<file path="src/rtl/xleds_pwm.sv">
`default_nettype none
// ============================================================================
// Module      : xleds_pwm
// Description : Parametrised LED bank driver. Each channel holds an on/off
//               value and a 2-bit mode (static / blink / dim / blink+dim).
//               A shared prescaler -> PWM counter -> blink divider timebase
//               gates the channel values onto registered LED pins.
// Revision    : 1.0 - initial release
// ----------------------------------------------------------------------------
// Ports
//   clk        in  1         system clock, all logic on posedge
//   reset      in  1         synchronous, active-high
//   led_input  in  N_LEDS    value bits to write
//   leds_sel   in  N_LEDS    per-channel write mask (1 = update channel)
//   mode_wr    in  1         1 = also write mode_in to selected channels
//   mode_in    in  2         00 static, 01 blink, 10 dim, 11 blink+dim
//   duty       in  PWM_BITS  global brightness for dim modes
//   leds       out N_LEDS    registered LED drive
// Configuration macro
//   XLEDS_FULL_ON_EN : when defined, an all-ones latched duty forces the PWM
//                      output permanently on (100% brightness).
// ============================================================================
module xleds_pwm #(
    parameter int N_LEDS      = 8,
    parameter int PWM_BITS    = 4,
    parameter int PRESCALE    = 1024,
    parameter int BLINK_WRAPS = 32
) (
    input  logic                clk,
    input  logic                reset,
    input  logic [N_LEDS-1:0]   led_input,
    input  logic [N_LEDS-1:0]   leds_sel,
    input  logic                mode_wr,
    input  logic [1:0]          mode_in,
    input  logic [PWM_BITS-1:0] duty,
    output logic [N_LEDS-1:0]   leds
);

    // Counter widths never drop below one bit so PRESCALE=1 / BLINK_WRAPS=1 work.
    localparam int c_PS_W = (PRESCALE > 1) ? $clog2(PRESCALE) : 1;
    localparam int c_WR_W = (BLINK_WRAPS > 1) ? $clog2(BLINK_WRAPS) : 1;
    localparam logic [c_PS_W-1:0] c_PS_LAST = c_PS_W'(PRESCALE - 1);
    localparam logic [c_WR_W-1:0] c_WR_LAST = c_WR_W'(BLINK_WRAPS - 1);

    logic [c_PS_W-1:0]          r_presc_q,    w_presc_d;
    logic [PWM_BITS-1:0]        r_pwm_cnt_q,  w_pwm_cnt_d;
    logic [c_WR_W-1:0]          r_wrap_cnt_q, w_wrap_cnt_d;
    logic                       r_blink_ph_q, w_blink_ph_d;
    logic [PWM_BITS-1:0]        r_duty_q,     w_duty_d;
    logic [N_LEDS-1:0]          r_val_q,      w_val_d;
    logic [N_LEDS-1:0][1:0]     r_mode_q,     w_mode_d;
    logic [N_LEDS-1:0]          r_leds_q,     w_leds_d;

    logic w_tick;
    logic w_pwm_wrap;
    logic w_wrap_last;
    logic w_pwm_on;

    // ------------------------------------------------------------------
    // Shared timebase
    // ------------------------------------------------------------------
    always_comb begin
        w_tick       = (r_presc_q == c_PS_LAST);
        w_presc_d    = w_tick ? '0 : r_presc_q + 1'b1;
        w_pwm_wrap   = w_tick && (r_pwm_cnt_q == '1);
        // Natural binary overflow provides the 2**PWM_BITS-1 -> 0 wrap.
        w_pwm_cnt_d  = w_tick ? r_pwm_cnt_q + 1'b1 : r_pwm_cnt_q;
        w_wrap_last  = (r_wrap_cnt_q == c_WR_LAST);
        w_wrap_cnt_d = r_wrap_cnt_q;
        if (w_pwm_wrap) begin
            w_wrap_cnt_d = w_wrap_last ? '0 : r_wrap_cnt_q + 1'b1;
        end
        w_blink_ph_d = r_blink_ph_q ^ (w_pwm_wrap && w_wrap_last);
        // Duty is only sampled at a period boundary so a change never
        // produces a truncated or stretched pulse mid-period.
        w_duty_d     = w_pwm_wrap ? duty : r_duty_q;
    end

`ifdef XLEDS_FULL_ON_EN
    assign w_pwm_on = (r_pwm_cnt_q < r_duty_q) || (r_duty_q == '1);
`else
    assign w_pwm_on = (r_pwm_cnt_q < r_duty_q);
`endif

    // ------------------------------------------------------------------
    // Channel state and LED gating
    // ------------------------------------------------------------------
    always_comb begin
        w_val_d  = r_val_q;
        w_mode_d = r_mode_q;
        w_leds_d = '0;
        for (int i = 0; i < N_LEDS; i++) begin
            if (leds_sel[i]) begin
                w_val_d[i] = led_input[i];
                if (mode_wr) begin
                    w_mode_d[i] = mode_in;
                end
            end
            // mode bit 0 enables blink gating, bit 1 enables PWM gating.
            w_leds_d[i] = r_val_q[i]
                        & (~r_mode_q[i][0] | r_blink_ph_q)
                        & (~r_mode_q[i][1] | w_pwm_on);
        end
    end

    always_ff @(posedge clk) begin
        if (reset) begin
            r_presc_q    <= '0;
            r_pwm_cnt_q  <= '0;
            r_wrap_cnt_q <= '0;
            r_blink_ph_q <= 1'b0;
            r_duty_q     <= '0;
            r_val_q      <= '0;
            r_mode_q     <= '0;
            r_leds_q     <= '0;
        end else begin
            r_presc_q    <= w_presc_d;
            r_pwm_cnt_q  <= w_pwm_cnt_d;
            r_wrap_cnt_q <= w_wrap_cnt_d;
            r_blink_ph_q <= w_blink_ph_d;
            r_duty_q     <= w_duty_d;
            r_val_q      <= w_val_d;
            r_mode_q     <= w_mode_d;
            r_leds_q     <= w_leds_d;
        end
    end

    assign leds = r_leds_q;

endmodule
`default_nettype wire

</file>
<file path="config.mk">
export PLATFORM = sky130hd
export DESIGN_NAME = xleds_pwm
export DESIGN_NICKNAME = d
export VERILOG_FILES = /design/src/rtl/xleds_pwm.sv
export SDC_FILE = /design/constraint.sdc
export NUM_CORES = 1
export LEC_CHECK = 0
export CAP_MARGIN = 15
export CORE_MARGIN = 4
export CORE_UTILIZATION = 35
export DETAILED_ROUTE_END_ITERATION = 7
export GPL_TIMING_DRIVEN = 0
export PLACE_DENSITY = 0.53
export SLEW_MARGIN = 20
export SYNTH_ARGS = -nofsm -noshare
export SYNTH_HDL_FRONTEND = slang
export SYNTH_SLANG_ARGS = --single-unit
</file>
<file path="constraint.sdc">
create_clock -name clk -period 2.2 [get_ports clk]
set_input_delay 0.44 -clock clk [delete_from_list [all_inputs] [get_ports clk]]
set_output_delay 0.44 -clock clk [all_outputs]
set_load 0.1 [all_outputs]
</file>
Word level (Yosys, flattened, before mapping)

Index checks and enable logic that the tools add are counted.
Widths: inputs -> output; s select.

Magnitude comparators: 1
Equality and inequality tests: 3
Add/sub/neg operators: 3
Bitwise logic cells: 49
Muxes and demuxes: 1
Reductions and logical operators: 11

Operator list:

| operator              | number |
|---|---|
| $and 1x1->1           | 16 |
| $not 1->1             | 16 |
| $or 1x1->1            | 16 |
| $reduce_and 2->1      | 8 |
| $add 10x1->10 const B | 1 |
| $eq 10x10->1 const B  | 1 |
| $add 5x1->5 const B   | 1 |
| $eq 5x5->1 const B    | 1 |
| $mux 5                | 1 |
| $add 4x1->4 const B   | 1 |
| $eq 4x4->1 const B    | 1 |
| $lt 4x4->1            | 1 |
| $logic_and 1x1->1     | 2 |
| $reduce_or 2->1       | 1 |
| $xor 1x1->1           | 1 |

Bits in registers: 56
Output and inout port bits: 8
Input port bits: 25
Word-level logic and storage cells: 90

Depth between registers and ports, before layout

Depth after elaboration: 4
Depth in mapped cells: 7
Gate-level depth less buffers: 6

Worst setup path after synthesis

Ideal clock, no wire load.

Path type: reg-to-reg
Start point: register r_wrap_cnt_q[0]
End point: register r_wrap_cnt_q[3]
Path buffers: 0
Arrival: 1.536 ns
Stages on the path, launching flop included: 6
Slack: 0.594 ns
Period minus slack after synthesis: 1.606 ns
Setup time: 0.071 ns
Required time: 2.129 ns
Cell sequence: dfxtp_1 -> ha_1 -> and3_1 -> ha_1 -> or4_1 -> a21oi_1

Longest elaborated chain between the ends: 2
Elaborated cells between the ends (all ways): 3
Those cells by class: add/sub (1); eq/ne (1); mux (1)

Ends and longest elaborated chain:

| item                                             | line   | source |
|---|---|---|
| from (decl)                                      | 47     | `logic [c_WR_W-1:0] r_wrap_cnt_q, w_wrap_cnt_d;` |
| from (signal assigned)                           | 119    | `r_wrap_cnt_q <= w_wrap_cnt_d;` |
| $add 5x1->5 / $eq 5x5->1 (equally long branches) | 71, 68 |  |
| $mux 5 (*)                                       | 71     | `w_wrap_cnt_d = w_wrap_last ? '0 : r_wrap_cnt_q + 1'b1;` |

Every way passes the cells marked *; elsewhere a longest branch is shown, timed or not.
A chain may end at the register's enable or synchronous reset.

Final worst setup path

Start point: register r_leds_q[4], in the netlist leds[4]
End point: output leds[4]

RTL lines:

| item                   | line | source |
|---|---|---|
| from (decl)            | 52   | `logic [N_LEDS-1:0] r_leds_q, w_leds_d;` |
| from (signal assigned) | 124  | `r_leds_q <= w_leds_d;` |
| to (decl)              | 36   | `output logic [N_LEDS-1:0] leds` |

No word-level cell between the ends.

==> results.txt <==
F_max: 520 MHz
ANT cells: 0
Number of I/O port buffers: 30
CP bufs+invs: 1
Seq/Total Area, Yosys: 0.481
Worst slew margin: 0.363
Routed Antenna Nets: 0
CP max stage cell: dlygate4sd2_1
Final setup viols: 0
Top fanout value on the critical path: 1
Gpl congestion: 0.739
WL/cell: 13.7 µm
Critical Path, Cell by Cell: dlygate4sd2_1
Final #Nets: 340
Maxcap violations: 0
Pre-CTS setup slack: 0.0525 ns
Number of synthesized register bits: 56
CTS tree: yes
CTS Buf Count: 5
Avg Synthesized Cell Area: 8.59 µm²
Post-Route Utilization: 0.440
Minimum clock period: 1.92 ns
Vias in the first global route: 1847
Vias post-DR: 1950
Switch Pwr: 0.478 mW
Share of cells above drive strength 1: 0.0453
Comb power frac: 0.098
DRT Wirelength: 5.30 mm
Critical path data arrival time: 1.48 ns
Lkg Pwr: 1.05 nW
Die area: 8020 µm²
Root buf cell: clkbuf_8
CP top delay family: buffers and inverters
Final worst-path cycle share: 0.874
Most common cell after layout, fill and taps aside: dfxtp_1
Initial Util: 0.363
Met2 WL: 2.34 mm
Unrepaired setup endpoints after global routing: false
M1 WL: 2.67 mm
Netlist cell types: 30
H-Tree Depth: 2
Slowest cell delay on critical path: 0.85 ns
Flop pwr share: 0.549
GR Overflow Total: 0
Synth warn: 0
Global-route wire length before repair: 8.85 mm
Largest net degree at the start of global routing: 18
Slew Viols, Final: 0
Drt pass-1 iters: 4
FP Rows: 29
Vias per std cell: 5.05
Post-DP HPWL: 3.68 mm
Status: finished clean
Area growth from synthesis to layout: 21.4%
VDD IR-drop max: 0.233 mV
CTS clk-pin slew, worst paths: 0.11 ns
Syn nets: 303
Pwr Density: 685 nW/µm²
Setup bufs post-CTS: 0
Setup crit end kind: output pin
First-iteration detailed-routing DRC count: 87
Hold Buf Count CTS: 0
Clock share of power: 0.353
Worst Tran Pin Value: 0.959 ns
Element type at the critical path start: flip-flop
Pint: 1.46 mW
Width of the die: 89.6 µm
Setup TNS: 0 ns
I/O Pins: 33
Residual DRC: 0
GRT Total Usage: 0.143
Clock latency on the worst-skew pair: 0.32 ns
Mapped Area: 2330 µm²
Core ar.: 6420 µm²
Hold WC Path Type: reg2reg
Initial antenna violation count: 0
Clk sinks: 56
DR WL met3: 226 µm
Sw frac: 0.247
Final hold violation count: 0
Die height: 89.6 µm
WP data required: 1.76 ns
Max Root-Sink Buffers: 2
Clock Skews: 0.0125 ns
WS Path Type: reg2out
Most frequent cells in the layout: dfxtp_1 (56), nand2_1 (46), a21oi_1 (27)
Fill cells: 653
Syn Inst Count: 271
Top layer in use: met4
Final worst slack: 0.277 ns
final cells by class:
type / count / area [µm²] / share of cell area
Tap cell: 77 / 96.3 / 0.0341
Sequential cell: 56 / 1120 / 0.397
Clock buffer: 5 / 68.8 / 0.0243
Buffer: 15 / 62.6 / 0.0221
Clock inverter: 3 / 42.5 / 0.0151
Timing Repair Buffer: 30 / 290 / 0.103
Inverter: 5 / 18.8 / 0.00664
Multi-Input combinational cell: 195 / 1130 / 0.398
worst min-delay path: cells and delay by family (launching register included):
family / cells / cell delay [ns]
AND/OR/NAND/NOR: 1 / 0.05
AO/OA/AOI/OAI: 1 / 0.05
flip-flops: 1 / 0.32
flip-flops by register name (all words and copies together), names as in the netlist:
signal        cells
leds              8
r_blink_ph_q      1
r_pwm_cnt_q       4
r_presc_q        10
r_duty_q          4
r_wrap_cnt_q      5
r_val_q           8
r_mode_q         16
power groups by stage:
stage	combinational, mW	sequential, mW	clock (mW)
2_1_floorplan	0.0717	1.13	0
3_3_place_gp	0.193	1.09	0
3_5_place_dp	0.194	1.09	0
4_1_cts	0.191	1.06	0.708
5_1_grt	0.205	1.07	0.740
6_report	0.190	1.06	0.684
repair_timing:
action / 4_1_cts / 5_1_grt
gates resized for setup: 8 / 0
endpoints found under the hold margin: 0 / 0
endpoints found under the setup margin: 8 / 0
final timing paths:
check	endpoint	cells past startpoint	slack, ns	from
min reg2reg	r_duty_q[2]	2	0.46	r_duty_q[2]
max reg2reg	r_wrap_cnt_q[2]	7	0.46	r_presc_q[0]
min	r_duty_q[2]	2	0.46	r_duty_q[2]
max	leds[4]	1	0.28	leds[4]
through the flow:
| stage | instance area, µm² | cells | power (mW) | hold WS [ns] |
|---|---|---|---|---|
| 6_report | 2830 | 386 | 1.94 | 0.459 |
| 5_1_grt | 2830 | 386 | 2.01 | 0.484 |
| 4_1_cts | 2830 | 386 | 1.96 | 0.462 |
| 3_5_place_dp | 2730 | 378 | 1.28 | 0.448 |
| 3_3_place_gp | 2730 | 378 | 1.28 | 0.442 |
| 2_1_floorplan | 2330 | 271 | 1.20 | 0.426 |
layer usage:
metal | vias up | GRT usage
met5 | - | 0
li1 | 1010 | -
met4 | 0 | 0.0460
met2 | 35 | 0.233
met3 | 8 | 0.0295
met1 | 897 | 0.190
kinds of logic after synthesis:
family | share of synthesized area
AO/OA/AOI/OAI | 0.0973
buffers and inverters | 0.0349
multiplexers | 0.0387
flip-flops | 0.481
XOR/XNOR | 0.0376
AND/OR/NAND/NOR | 0.272
adder cells (fa/ha/maj) | 0.0376
cells in the mapped netlist (all sizes together):
library cell	instances	area, µm²
dfxtp	56	1120
nand2	46	173
a21oi	27	135
nand3	23	115
nor2	22	82.6
clkbuf	10	37.5
a31oi	9	56.3
mux2i	9	90.1
nand2b	9	56.3
nand4b	9	78.8
ha	7	87.6
xor2	6	52.6
buf	5	25.0
inv	5	18.8
nand4	4	31.3
o21ai	4	20.0
xnor2	4	35.0
and3	3	18.8
and4	3	28.8
or3	3	18.8
a21o	2	15.0
and2	1	6.26
nor3	1	5.00
nor4	1	6.26
or2	1	6.26
or4	1	7.51
Note: power is estimated with default switching activity, not from simulation.
